$ cat config.mk
export PLATFORM = sky130hd
export DESIGN_NAME = score_display
export DESIGN_NICKNAME = d
export VERILOG_FILES = /design/src/rtl/score_display.sv
export SDC_FILE = /design/constraint.sdc
export NUM_CORES = 1
export LEC_CHECK = 0
export BUFFER_PORTS_ARGS = -buffer_cell sky130_fd_sc_hd__buf_2
export CORE_MARGIN = 10
export CORE_UTILIZATION = 58
export CTS_CLUSTER_DIAMETER = 120
export DETAILED_ROUTE_END_ITERATION = 8
export PLACE_DENSITY = 0.82
export SYNTH_ARGS = -nofsm -noshare
export SYNTH_HDL_FRONTEND = slang
export SYNTH_SLANG_ARGS = --single-unit
$ cat constraint.sdc
create_clock -name clk -period 3.6 [get_ports clk]
set_input_delay 0.18 -clock clk [delete_from_list [all_inputs] [get_ports clk]]
set_output_delay 0.18 -clock clk [all_outputs]
set_load 0.02 [all_outputs]
$ cat src/rtl/score_display.sv
// Purpose : 11-bit binary score -> 4 BCD digits (sequential double-dabble),
//           time-multiplexed onto a 4-digit common-anode 7-segment display.
// Latency : bcd valid 12 edges after the IDLE sample; one conversion every 13 cycles.
// Backpressure: none; converts continuously, score changes wait for the next IDLE sample.
//
// Ports:
//   clk    - system clock, rising edge
//   reset  - synchronous active-low reset
//   score  - binary score 0..2047
//   bcd    - {thousands, hundreds, tens, units}, updated atomically on LOAD
//   seg    - active-low segments {g,f,e,d,c,b,a}, registered
//   dp     - active-low decimal point, held off (1)
//   an     - active-low one-hot digit enables, an[0] = units, registered
module score_display #(
  parameter int DIGIT_PERIOD = 100000
) (
  input  logic        clk,
  input  logic        reset,
  input  logic [10:0] score,
  output logic [15:0] bcd,
  output logic [6:0]  seg,
  output logic        dp,
  output logic [3:0]  an
);

  // ---------------------------------------------------------------------------
  // Conversion FSM
  // ---------------------------------------------------------------------------
  typedef enum logic [1:0] {
    IDLE  = 2'd0,
    SHIFT = 2'd1,
    LOAD  = 2'd2
  } state_t;

  state_t      state;
  state_t      state_nxt;

  logic [10:0] shift_reg;
  logic [15:0] scratch;
  logic [3:0]  iter;
  logic        last_iter;

  logic [15:0] scratch_adj;
  logic [15:0] scratch_nxt;
  logic [10:0] shift_nxt;

  // iter counts completed SHIFT cycles; the 11th SHIFT sees iter == 10.
  assign last_iter = (iter == 4'd10);

  always_ff @(posedge clk) begin
    if (!reset) begin
      state <= IDLE;
    end else begin
      state <= state_nxt;
    end
  end

  always_comb begin
    state_nxt = state;
    case (state)
      IDLE:    state_nxt = SHIFT;
      SHIFT:   state_nxt = last_iter ? LOAD : SHIFT;
      LOAD:    state_nxt = IDLE;
      default: state_nxt = IDLE;
    endcase
  end

  // Add-3 correction on every nibble >= 5, applied before the shift so the
  // doubling that follows carries correctly into the next decimal digit.
  always_comb begin
    scratch_adj = scratch;
    for (int i = 0; i < 4; i++) begin
      if (scratch[4*i +: 4] >= 4'd5) begin
        scratch_adj[4*i +: 4] = scratch[4*i +: 4] + 4'd3;
      end
    end
  end

  // {scratch, shift_reg} shifted left by one as a single 27-bit register.
  assign scratch_nxt = {scratch_adj[14:0], shift_reg[10]};
  assign shift_nxt   = {shift_reg[9:0], 1'b0};

  always_ff @(posedge clk) begin
    if (!reset) begin
      shift_reg <= '0;
      scratch   <= '0;
      iter      <= '0;
      bcd       <= '0;
    end else begin
      case (state)
        IDLE: begin
          shift_reg <= score;
          scratch   <= '0;
          iter      <= '0;
        end
        SHIFT: begin
          shift_reg <= shift_nxt;
          scratch   <= scratch_nxt;
          iter      <= iter + 4'd1;
        end
        LOAD: begin
          // Only place bcd is written, so all four digits change together.
          bcd <= scratch;
        end
        default: begin
          shift_reg <= shift_reg;
        end
      endcase
    end
  end

  // ---------------------------------------------------------------------------
  // Digit scan
  // ---------------------------------------------------------------------------
  localparam int CNT_W = (DIGIT_PERIOD > 2) ? $clog2(DIGIT_PERIOD) : 1;

  logic [CNT_W-1:0] scan_cnt;
  logic             scan_wrap;
  logic [1:0]       digit_idx;
  logic [1:0]       digit_idx_nxt;

  assign scan_wrap     = (scan_cnt == CNT_W'(DIGIT_PERIOD - 1));
  assign digit_idx_nxt = scan_wrap ? digit_idx + 2'd1 : digit_idx;

  // seg/an are computed from the index the register is about to hold, so the
  // anode and its segment pattern switch on the same edge (no ghost cycle).
  logic [3:0] digit_nib;
  logic       digit_blank;
  logic [6:0] digit_seg;
  logic [6:0] seg_nxt;
  logic [3:0] an_nxt;

  always_comb begin
    digit_nib   = bcd[3:0];
    digit_blank = 1'b0;
    case (digit_idx_nxt)
      2'd0: begin
        digit_nib   = bcd[3:0];
        digit_blank = 1'b0;               // units always shown
      end
      2'd1: begin
        digit_nib   = bcd[7:4];
        digit_blank = (bcd[15:4] == 12'h000);
      end
      2'd2: begin
        digit_nib   = bcd[11:8];
        digit_blank = (bcd[15:8] == 8'h00);
      end
      default: begin
        digit_nib   = bcd[15:12];
        digit_blank = (bcd[15:12] == 4'h0);
      end
    endcase
  end

  always_comb begin
    digit_seg = 7'h7F;
    case (digit_nib)
      4'd0:    digit_seg = 7'h40;
      4'd1:    digit_seg = 7'h79;
      4'd2:    digit_seg = 7'h24;
      4'd3:    digit_seg = 7'h30;
      4'd4:    digit_seg = 7'h19;
      4'd5:    digit_seg = 7'h12;
      4'd6:    digit_seg = 7'h02;
      4'd7:    digit_seg = 7'h78;
      4'd8:    digit_seg = 7'h00;
      4'd9:    digit_seg = 7'h10;
      default: digit_seg = 7'h7F;       // non-decimal nibble: dark
    endcase
  end

  assign seg_nxt = digit_blank ? 7'h7F : digit_seg;
  assign an_nxt  = ~(4'b0001 << digit_idx_nxt);

  always_ff @(posedge clk) begin
    if (!reset) begin
      scan_cnt  <= '0;
      digit_idx <= 2'd0;
      an        <= 4'b1110;
      seg       <= 7'h40;
      dp        <= 1'b1;
    end else begin
      scan_cnt  <= scan_wrap ? '0 : scan_cnt + CNT_W'(1);
      digit_idx <= digit_idx_nxt;
      an        <= an_nxt;
      seg       <= seg_nxt;
      dp        <= 1'b1;
    end
  end

endmodule

Word level (Yosys, flattened, before mapping)
Memories as Yosys holds them, arrays and structs flattened.
Index checks and enable logic that the tools add are counted.

operators by class
  add/sub/neg operators = 7
  order comparisons = 4
  eq/ne operators = 6
  shifts and indexed selects = 1
  mux-type cells = 13
  bitwise gates (word level) = 2
  reductions and logical operators = 8

operators by type and width
  kind                     number
  $pmux W16 S2             1
  $pmux W11 S2             1
  $add A17 B1 Y17 const B  1
  $eq A17 B17 Y1 const B   1
  $ge A4 B3 Y1 const B     4
  $add A4 B2 Y4 const B    3
  $logic_not A12 Y1        1
  $mux W4                  3
  $pmux W4 S3              1
  $logic_not A8 Y1         1
  $pmux W4 S2              1
  $mux W6                  1
  $add A4 B1 Y4 const B    1
  $eq A2 B1 Y1 const B     2
  $eq A2 B2 Y1 const B     2
  $eq A4 B4 Y1 const B     1
  $logic_not A2 Y1         2
  $logic_not A4 Y1         1
  $mux W2                  2
  $not A4 Y4               1
  $pmux W2 S2              1
  $reduce_or A2 Y1         2
  $shl A1 B2 Y4 const A    1
  $add A3 B2 Y3 const B    1
  5 further kinds          5

word-level totals
  register bits = 79
  bits in read-only memories = 112
  input bits = 13
  output and inout bits = 28
  word-level logic and storage cells = 52
  memories = 1

memories
  name             words  width  rd ports  clocked after Yosys merged registers in  write ports  RTL line  RTL
  (no name shown)  16     7      1         0                                        0            158       case (digit_nib)

Depth between registers and ports, before layout
Gate-level depths: netlist (run 1).
An unclocked memory read counts as a cell.

  word-level depth = 6
  depth in mapped cells = 12
  depth with buffers taken out = 11

Worst setup path after synthesis (run 1)
Ideal clock, no wire load.

  path type = reg-to-reg
  start = register scan_cnt[0]
  end = register seg[6]
  library setup time = 0.120 ns
  arrival = 2.752 ns
  data required time = 3.480 ns
  setup slack = 0.729 ns
  cell stages (with the launch flop) = 11
  buffers on the path = 1
  path through = dfxtp_1 > ha_1 > and4_4 > and4_1 > buf_6 > mux4_2 > mux2i_4 > inv_1 > ha_1 > or4b_1 > o31a_1

on the way
  word-level cells in the longest chain between the ends = 5
  elaborated cells between the ends (all ways) = 9
  those cells by class = 3 x eq/ne; 3 x mux; 2 x reduce/logical; 1 x memory

ends and longest elaborated chain
  what                                                RTL line  RTL
  start: declaration                                  117       logic [CNT_W-1:0] scan_cnt;
  start signal: assignment                            184       scan_cnt <= scan_wrap ? '0 : scan_cnt + CNT_W'(1);
  $eq A17 B17 Y1 *                                    122       assign scan_wrap = (scan_cnt == CNT_W'(DIGIT_PERIOD - 1));
  $mux W2 *                                           123       assign digit_idx_nxt = scan_wrap ? digit_idx + 2'd1 : digit_idx;
  $eq A2 B2 Y1 (tied with other cells)                136       case (digit_idx_nxt)
  $pmux W4 S3 or $pmux W1 S3 (tied branches)          136
  $mem_v2 Z16 W7 or $reduce_or A2 Y1 (tied branches)  -
  end signal: assignment                              187       seg <= seg_nxt;
  end: declaration                                    21        output logic [6:0] seg,

Every way passes the cells marked *; elsewhere a longest branch is shown, timed or not.
A chain may end at the register's enable or synchronous reset.

Final worst setup path (run 1)
Same ends and word-level chain as after synthesis.

==> results of run 1 <==
## cell usage after synthesis (2+ instances only)
cell type / count
dfxtp_1: 79
nand2_1: 65
nor2_1: 48
a21oi_1: 44
o21ai_0: 26
ha_1: 16
clkbuf_1: 15
inv_1: 15
mux2i_1: 15
xor2_1: 13
nand2b_1: 8
xnor2_1: 7
nand3_1: 6
nor3_1: 6
or3_1: 6
nand4_1: 5
a31oi_1: 3
buf_1: 3
nor3b_1: 3
o31ai_1: 3
or2_2: 3
a211oi_1: 2
and3_1: 2
and3_2: 2
buf_2: 2
mux2_2: 2
mux4_2: 2
nand3b_1: 2
nor2_2: 2
nor4_1: 2
## path summary, 6_finish.rpt
check | to | slack (ns)
worst max-delay path | seg[6] | 0.38
worst min-delay path | an[2] | 0.13
worst max register to register | seg[6] | 0.38
worst min register to register | bcd[15] | 0.47
## kinds of logic after synthesis
family	synth area share
other	0.0009715
AOI/OAI and AO/OA	0.1511
buffers and inverters	0.04246
xor gates and xnor gates	0.05251
DFF	0.4097
and+or+nand+nor	0.2292
muxes	0.06223
adders and majority gates	0.05186
## power breakdown
group	switching [uW]	internal (uW)
Sequential	11.6	885
Clock	306	339
Combinational	31.5	22.2
Total	350	1250
## cell type report
| class | instances | area [sq um] |
|---|---|---|
| Clock inverter | 3 | 42.54 |
| Clock buffer | 13 | 148.9 |
| Fill cell | 532 | 2176 |
| Timing Repair Buffer | 40 | 202.7 |
| Multi-Input combinational cell | 325 | 2115 |
| Sequential cell | 79 | 1582 |
| Inverter | 16 | 60.06 |
| Tap cell | 77 | 96.34 |
## per-stage QoR
step                  util  hold slack, ns  instances
floorplan                -          0.4260        443
CTS                 0.6612          0.1099        553
detailed placement  0.6314          0.4618        537
global placement    0.6314          0.4430        537
global route        0.6612          0.1344        553
finish              0.6612          0.1262        553
## per-layer routing
metal / global-route usage / vias up / part of all wire
met5: 0 / - / 0
met4: 0.07261 / 0 / 0.020
met3: 0.04425 / 18 / 0.039
met2: 0.2942 / 53 / 0.51
met1: 0.1749 / 1452 / 0.43
li1: - / 1575 / -
==> qor.yml, run 1 <==
final_layout:
  final_area_sq_um: 4247
  mostFrequentLayoutCells: "dfxtp_1 (79), nand2_1 (65), nor2_1 (48)"
  synthToLayoutAreaGrowth_pct: 10.02
  drive_above_1_share: 0.1681
  largest_reg_flops: 17
  largest-register: "scan_cnt"
  finalNetCount: 500
  reg.largest.list: "scan_cnt x17, bcd x16, scratch x16"
  antenna_cells: 0
  layout_commonest_cell: "dfxtp_1"
logic_synthesis:
  yosysTopAreaCell: "dfxtp_1"
  synth_flop_cell: "dfxtp_1"
  syn_avg_cell_area_sq_um: 8.713
  synth.distinct_cells: 66
  synth_area_sq_um: 3860
  ys_ff_latch: 79
  synth_top_area_frac: 0.4097
  ys_warn_count: 0
  synth_edf_count: 0
  async_flop_share: 0
  syn_nets: 472
  ys_top_cells_by_area: "dfxtp_1 (41%), nand2_1 (6.3%), a21oi_1 (5.7%)"
  yosysSeqAreaShare: 0.4097
  synthesis.instances: 443
sta:
  finalSetupTns_ns: 0
  timing.final.crit_share: 0.8934
  max_slew.worst_pin.slew_ns: 1.018
  maxSlewViolCount: 0
  setup_violations: 0
  layout_min_cycle_time_ns: 3.216
  timing.fmax_mhz: 310.9
  setup_ws_ns: 0.3837
  skew_ns: 0.009621
  rsz0062_at_grt: "false"
  hold_violations: 0
  relSlewSlack: 0.3200
global_route:
  grt_pass1_wl_um: 13800
  grt-ovfl-total: 0
  antenna_found_initial: 0
  grt_use_total: 0.1634
  grt_max_degree: 37
  grt_pass1_vias: 3080
clock_network:
  cts_buffer_depth: 2
  cts_tree: "done"
  cts_buffers: 9
  clock-sinks: 79
  cts_hold_buf: 0
  post_cts_buffers: 0
  clk_pin_slew_ns: 0.07
  root_buffer: "clkbuf_8"
  cts_htree_levels: 3
  cts_resized: 0
  clk_latency_ns: 0.36
critical_path:
  timing.rr.start: "scan_cnt[0]"
  worstPathRequired_ns: 3.84
  cp_slowest_cell: "mux4_2"
  worstSetupPathDepth: 9
  path_cells: "ha_1, and4_4, and4_1, mux4_2, mux2i_4, inv_1, ha_1, or4b_1, o31a_1"
  critPathKind: "flop to flop"
  endpoint_kind: "flop"
  critPathBufInv: 1
  worstPathArrival_ns: 3.46
  r2r_cells: 9
  crit_start: "scan_cnt[0]"
  cp_common_cell: "ha_1"
  crit_family: "simple AND/OR/NAND/NOR gates"
  startpoint_type: "flop"
  max_stage_delay_ns: 0.58
  cp_max_fo: 10
flow_run:
  drv_cap: 0
routing:
  antenna_left: 0
  drc: 0
  first_iter_violations: 107
  vias: 3098
  routed_wl_um: 8044
  dr.pass1.iters: 4
  viasPerCell: 5.602
  wl_per_cell_um: 14.55
hold_path:
  holdPathStages: 2
  hold_class: "input pin to flop"
  hold_start: "reset"
floorplan:
  die_h_um: 101.6
  dieWidth_um: 101.6
  core-area_sq_um: 6422
  initial_utilization: 0.6010
  die_area_sq_um: 10320
  ioPinCount: 41
  fp-row-count: 29
place:
  dp_hpwl_um: 5821
  portBuffers: 39
  place_ws_ns: 0.4098
  placed_area_sq_um: 4055
  gp_congestion: 0.8228
power:
  p_leak_uw: 0.001689
  power.density_nw_per_um2: 375.9
  irDropWorstVdd_mv: 0.2503
  finalPower_uw: 1596
run_status:
  status: "complete, no violations"
No activity file was read; power rests on OpenSTA's default activity.
==> run 2: changes to the inputs <==
--- a/config.mk
+++ b/config.mk
@@ -7,10 +7,11 @@
 export LEC_CHECK = 0
 export BUFFER_PORTS_ARGS = -buffer_cell sky130_fd_sc_hd__buf_2
 export CORE_MARGIN = 10
-export CORE_UTILIZATION = 58
+export CORE_UTILIZATION = 61
+export CTS_BUF_LIST = sky130_fd_sc_hd__clkbuf_8
 export CTS_CLUSTER_DIAMETER = 120
 export DETAILED_ROUTE_END_ITERATION = 8
-export PLACE_DENSITY = 0.82
+export PLACE_DENSITY = 0.85
 export SYNTH_ARGS = -nofsm -noshare
 export SYNTH_HDL_FRONTEND = slang
 export SYNTH_SLANG_ARGS = --single-unit
==> qor.yml, run 2 (synthesized netlist as in run 1, its figures left out) <==
routing:
  viasPerCell: 5.568  # -0.61%
  routed_wl_um: 7944  # -1.2%
  top_layer: "met4"
  dr.pass1.iters: 4  # unchanged
  first_iter_violations: 154  # +44%
  antenna_left: 0  # unchanged
  wl_met1_um: 3395  # -1.0%
  wl_per_cell_um: 14.37  # -1.2%
  wl_met2_um: 3984  # -3.7%
  vias: 3079  # -0.61%
  drc: 0  # unchanged
  route.met3.wl_um: 431  # +36%
critical_path:
  critPathBufInv: 1  # unchanged
  r2r_cells: 9  # unchanged
  cp_common_cell: "ha_1"
  worstPathRequired_ns: 3.84  # about the same
  path_cells: "ha_1, and4_4, and4_1, mux4_2, mux2i_4, inv_1, ha_1, or4b_1, o31a_1"
  endpoint_kind: "flop"
  startpoint_type: "flop"
  cp_max_fo: 10  # unchanged
  critPathKind: "flop to flop"
  cp_slowest_cell: "mux4_2"
  crit_family: "simple AND/OR/NAND/NOR gates"
  max_stage_delay_ns: 0.58  # about the same
  timing.rr.start: "scan_cnt[0]"
  worstSetupPathDepth: 9  # unchanged
  worstPathArrival_ns: 3.44  # -0.02 ns
  r2r_slack_ns: 0.40  # +0.02 ns
  r2r-end: "seg[6]"
clock_network:
  cts_resized: 0  # unchanged
  clock-sinks: 79  # unchanged
  cts_htree_levels: 3  # unchanged
  cts_hold_buf: 0  # unchanged
  cts_buffer_depth: 2  # unchanged
  cts_tree: "done"
  root_buffer: "clkbuf_8"
  clk_latency_ns: 0.35  # about the same
  post_cts_buffers: 0  # unchanged
  clk_pin_slew_ns: 0.08  # about the same
  cts_buffers: 9  # unchanged
final_layout:
  finalNetCount: 502  # +0.40%
  reg.largest.list: "scan_cnt x17, bcd x16, scratch x16"
  mostFrequentLayoutCells: "dfxtp_1 (79), nand2_1 (65), nor2_1 (48)"
  synthToLayoutAreaGrowth_pct: 11.77
  drive_above_1_share: 0.1757  # +0.007665
  antenna_cells: 0  # unchanged
  largest-register: "scan_cnt"
  utilization: 0.7159  # +0.05473
  layout_commonest_cell: "dfxtp_1"
  largest_reg_flops: 17  # unchanged
  final_cells: 553  # unchanged
floorplan:
  core-area_sq_um: 6026  # -6.2%
  die_area_sq_um: 9909  # -4.0%
  fp-row-count: 28  # -3.4%
  dieWidth_um: 99.55  # -2.0%
  ioPinCount: 41  # unchanged
  die_h_um: 99.55  # -2.0%
  initial_utilization: 0.6406  # +0.03956
run_status:
  status: "complete, no violations"
sta:
  relSlewSlack: 0.3550  # +0.03497
  skew_ns: 0.007010  # -0.002610 ns
  rsz0062_at_grt: "false"
  hold_violations: 0  # unchanged
  max_slew.worst_pin.slew_ns: 0.9616  # -0.05630 ns
  layout_min_cycle_time_ns: 3.196  # -0.02003 ns
  finalSetupTns_ns: 0  # unchanged
  maxSlewViolCount: 0  # unchanged
  timing.fmax_mhz: 312.9  # +0.63%
  setup_violations: 0  # unchanged
  timing.final.crit_share: 0.8879  # -0.005564
place:
  dp.cells: 537  # unchanged
  gp_congestion: 0.8951  # +8.8%
  portBuffers: 39  # unchanged
  dp_hpwl_um: 5812  # -0.15%
global_route:
  grt_pass1_vias: 2982  # -3.2%
  grt_use_total: 0.1632  # -0.0002112
  grt_max_degree: 37  # unchanged
  antenna_found_initial: 0  # unchanged
  grt_pass1_wl_um: 13540  # -1.9%
  grt-ovfl-total: 0  # unchanged
power:
  irDropWorstVdd_mv: 0.3094  # +24%
  finalPower_uw: 1743  # +9.2%
  p_leak_uw: 0.001726  # +2.2%
  power.density_nw_per_um2: 404.1  # +7.5%
hold_path:
  holdPathStages: 2  # unchanged
  hold_class: "input pin to flop"
  min_to: "an[2]"
  hold_start: "reset"
flow_run:
  drv_cap: 0  # unchanged
## run 2: final cells by class
class / count / area (sq um)
multi-input cells: 325 / 2115
well taps: 75 / 93.84
clock buffers: 10 / 137.6
clock inverters: 6 / 108.9
fillers: 467 / 1712
repair buffers: 42 / 217.7
inverters: 16 / 60.06
flip-flops and latches: 79 / 1582
## run 2: worst max path at each step
stage,start,to,slack [ns]
after global placement,scan_cnt[0],seg[6],0.55
final,scan_cnt[0],seg[6],0.40
after global routing,scan_cnt[0],seg[6],0.26
after floorplan,scan_cnt[0],seg[6],0.73
after CTS,scan_cnt[0],seg[6],0.41
after detailed placement,scan_cnt[0],seg[6],0.43
## run 2: per-stage QoR
step,area (sq um),setup slack [ns],hold WS [ns]
floorplan,3860,0.7286,0.4260
global placement,4068,0.5450,0.4442
detailed placement,4068,0.4290,0.4603
CTS,4314,0.4071,0.1226
global route,4314,0.2571,0.1369
finish,4314,0.4037,0.1400
## run 2: where the power goes
| group | internal (uW) | switching, uW | total, uW |
|---|---|---|---|
| logic | 22.1 | 31.0 | 53.1 |
| registers | 885 | 11.6 | 897 |
| clock network | 477 | 316 | 793 |
## run 2: per-layer routing
| metal | vias up | GRT usage |
|---|---|---|
| met5 | - | 0 |
| met3 | 12 | 0.04152 |
| met2 | 64 | 0.2816 |
| met4 | 0 | 0.07387 |
| li1 | 1580 | - |
| met1 | 1423 | 0.1847 |
==> run 3: changes to the inputs <==
--- a/config.mk
+++ b/config.mk
@@ -7,11 +7,11 @@
 export LEC_CHECK = 0
 export BUFFER_PORTS_ARGS = -buffer_cell sky130_fd_sc_hd__buf_2
 export CORE_MARGIN = 10
-export CORE_UTILIZATION = 61
+export CORE_UTILIZATION = 45
 export CTS_BUF_LIST = sky130_fd_sc_hd__clkbuf_8
 export CTS_CLUSTER_DIAMETER = 120
 export DETAILED_ROUTE_END_ITERATION = 8
-export PLACE_DENSITY = 0.85
+export PLACE_DENSITY = 0.67
 export SYNTH_ARGS = -nofsm -noshare
 export SYNTH_HDL_FRONTEND = slang
 export SYNTH_SLANG_ARGS = --single-unit
==> qor.yml, run 3 (synthesized netlist as in run 1, its figures left out) <==
power:
  power.density_nw_per_um2: 376.5  # -6.8%
  irDropWorstVdd_mv: 0.2088  # -32%
  p_leak_uw: 0.001727  # about the same
final_layout:
  synthToLayoutAreaGrowth_pct: 12.19
  fill_cells: 765  # +64%
  final_cells: 585  # +5.8%
  reg.largest.list: "scan_cnt x17, bcd x16, scratch x16"
  drive_above_1_share: 0.1771  # +0.001351
  largest_reg_flops: 17  # unchanged
  mostFrequentLayoutCells: "dfxtp_1 (79), nand2_1 (65), nor2_1 (48)"
  finalNetCount: 504  # +0.40%
  antenna_cells: 0  # unchanged
  largest-register: "scan_cnt"
  layout_commonest_cell: "dfxtp_1"
routing:
  viasPerCell: 5.291  # -5.0%
  first_iter_violations: 114  # -26%
  drc: 0  # unchanged
  routed_wl_um: 8224  # +3.5%
  vias: 3095  # +0.52%
  dr.pass1.iters: 4  # unchanged
  antenna_left: 0  # unchanged
  wl_per_cell_um: 14.06  # -2.1%
clock_network:
  cts_htree_levels: 3  # unchanged
  cts_resized: 0  # unchanged
  clk_latency_ns: 0.35  # about the same
  post_cts_buffers: 0  # unchanged
  root_buffer: "clkbuf_8"
  cts_buffers: 9  # unchanged
  cts_hold_buf: 0  # unchanged
  cts_buffer_depth: 2  # unchanged
  clock-sinks: 79  # unchanged
  cts_tree: "done"
  clk_pin_slew_ns: 0.08  # about the same
place:
  dp.cells: 569  # +6.0%
  gp_congestion: 0.8241  # -7.9%
  dp_hpwl_um: 5966  # +2.6%
  portBuffers: 39  # unchanged
critical_path:
  endpoint_kind: "flop"
  startpoint_type: "flop"
  cp_max_fo: 10  # unchanged
  critPathKind: "flop to flop"
  worstPathArrival_ns: 3.44  # about the same
  worstPathRequired_ns: 3.84  # about the same
sta:
  finalSetupTns_ns: 0  # unchanged
  rsz0062_at_grt: "false"
  hold_violations: 0  # unchanged
  skew_ns: 0.009197  # +0.002186 ns
  relSlewSlack: 0.3907  # +0.03574
  setup_violations: 0  # unchanged
  max_slew.worst_pin.slew_ns: 0.9127  # -0.04891 ns
  maxSlewViolCount: 0  # unchanged
  layout_min_cycle_time_ns: 3.202  # +0.005905 ns
  timing.fmax_mhz: 312.3  # -0.18%
  timing.final.crit_share: 0.8895  # +0.001640
floorplan:
  initial_utilization: 0.4651  # -0.1755
  core-area_sq_um: 8299  # +38%
  die_area_sq_um: 12680  # +28%
  dieWidth_um: 112.6  # +13%
  ioPinCount: 41  # unchanged
  fp-row-count: 33  # +18%
  die_h_um: 112.6  # +13%
global_route:
  grt-ovfl-total: 0  # unchanged
  grt_pass1_wl_um: 13990  # +3.3%
  antenna_found_initial: 0  # unchanged
  grt_max_degree: 34  # -8.1%
  grt_pass1_vias: 3002  # +0.67%
  grt_use_total: 0.1292  # -0.03399
flow_run:
  drv_cap: 0  # unchanged
hold_path:
  hold_class: "input pin to flop"
run_status:
  status: "complete, no violations"
==> run 3: layer usage <==
| metal | global-route usage | up-vias | part of all wire |
|---|---|---|---|
| li1 | - | 1587 | - |
| met1 | 0.1527 | 1442 | 0.45 |
| met2 | 0.2189 | 49 | 0.48 |
| met3 | 0.03355 | 17 | 0.045 |
| met4 | 0.04822 | 0 | 0.017 |
| met5 | 0 | - | 0 |
==> run 3: area by class of cell <==
cell class,count,area [sq um],share of cell area
Clock buffer,12,165.2,0.03814
Tap cell,105,131.4,0.03034
Inverter,16,60.06,0.01387
Sequential cell,79,1582,0.3652
Timing Repair Buffer,44,232.7,0.05374
Multi-Input combinational cell,325,2115,0.4883
Clock inverter,4,45.04,0.01040
==> run 3: worst paths after layout <==
check,from,to,slack [ns],cells past startpoint
hold reg to reg,scan_cnt[0],scan_cnt[0],0.47,1
hold / removal,reset,an[2],0.14,2
setup reg to reg,scan_cnt[0],seg[6],0.40,9
setup / recovery,scan_cnt[0],seg[6],0.40,9
==> run 3: metrics by stage <==
step	worst slack (ns)	utilization	instance area (sq um)	hold slack (ns)	power, uW
final	0.3978	0.5218	4330	0.1408	1630
after global placement	0.5485	0.4965	4120	0.4437	970.9
after floorplan	0.7286	-	3860	0.4260	956.4
after detailed placement	0.4265	0.4965	4120	0.4626	973.4
after global routing	0.1993	0.5218	4330	0.1479	1697
after CTS	0.4036	0.5218	4330	0.1284	1651
==> run 3: worst max-delay path: stages, from the launching register on <==
cell	delay, ns
dfxtp_1	0.37
ha_1	0.24
and4_4	0.28
and4_1	0.42
mux4_2	0.59
mux2i_4	0.24
inv_1	0.11
ha_1	0.23
or4b_1	0.52
o31a_1	0.11
==> run 3: where the power goes <==
group / switching (uW) / internal [uW] / total, uW
Sequential: 8.39 / 885 / 894
Combinational: 35.5 / 23.5 / 59.0
Clock: 305 / 373 / 678
Total: 349 / 1280 / 1630
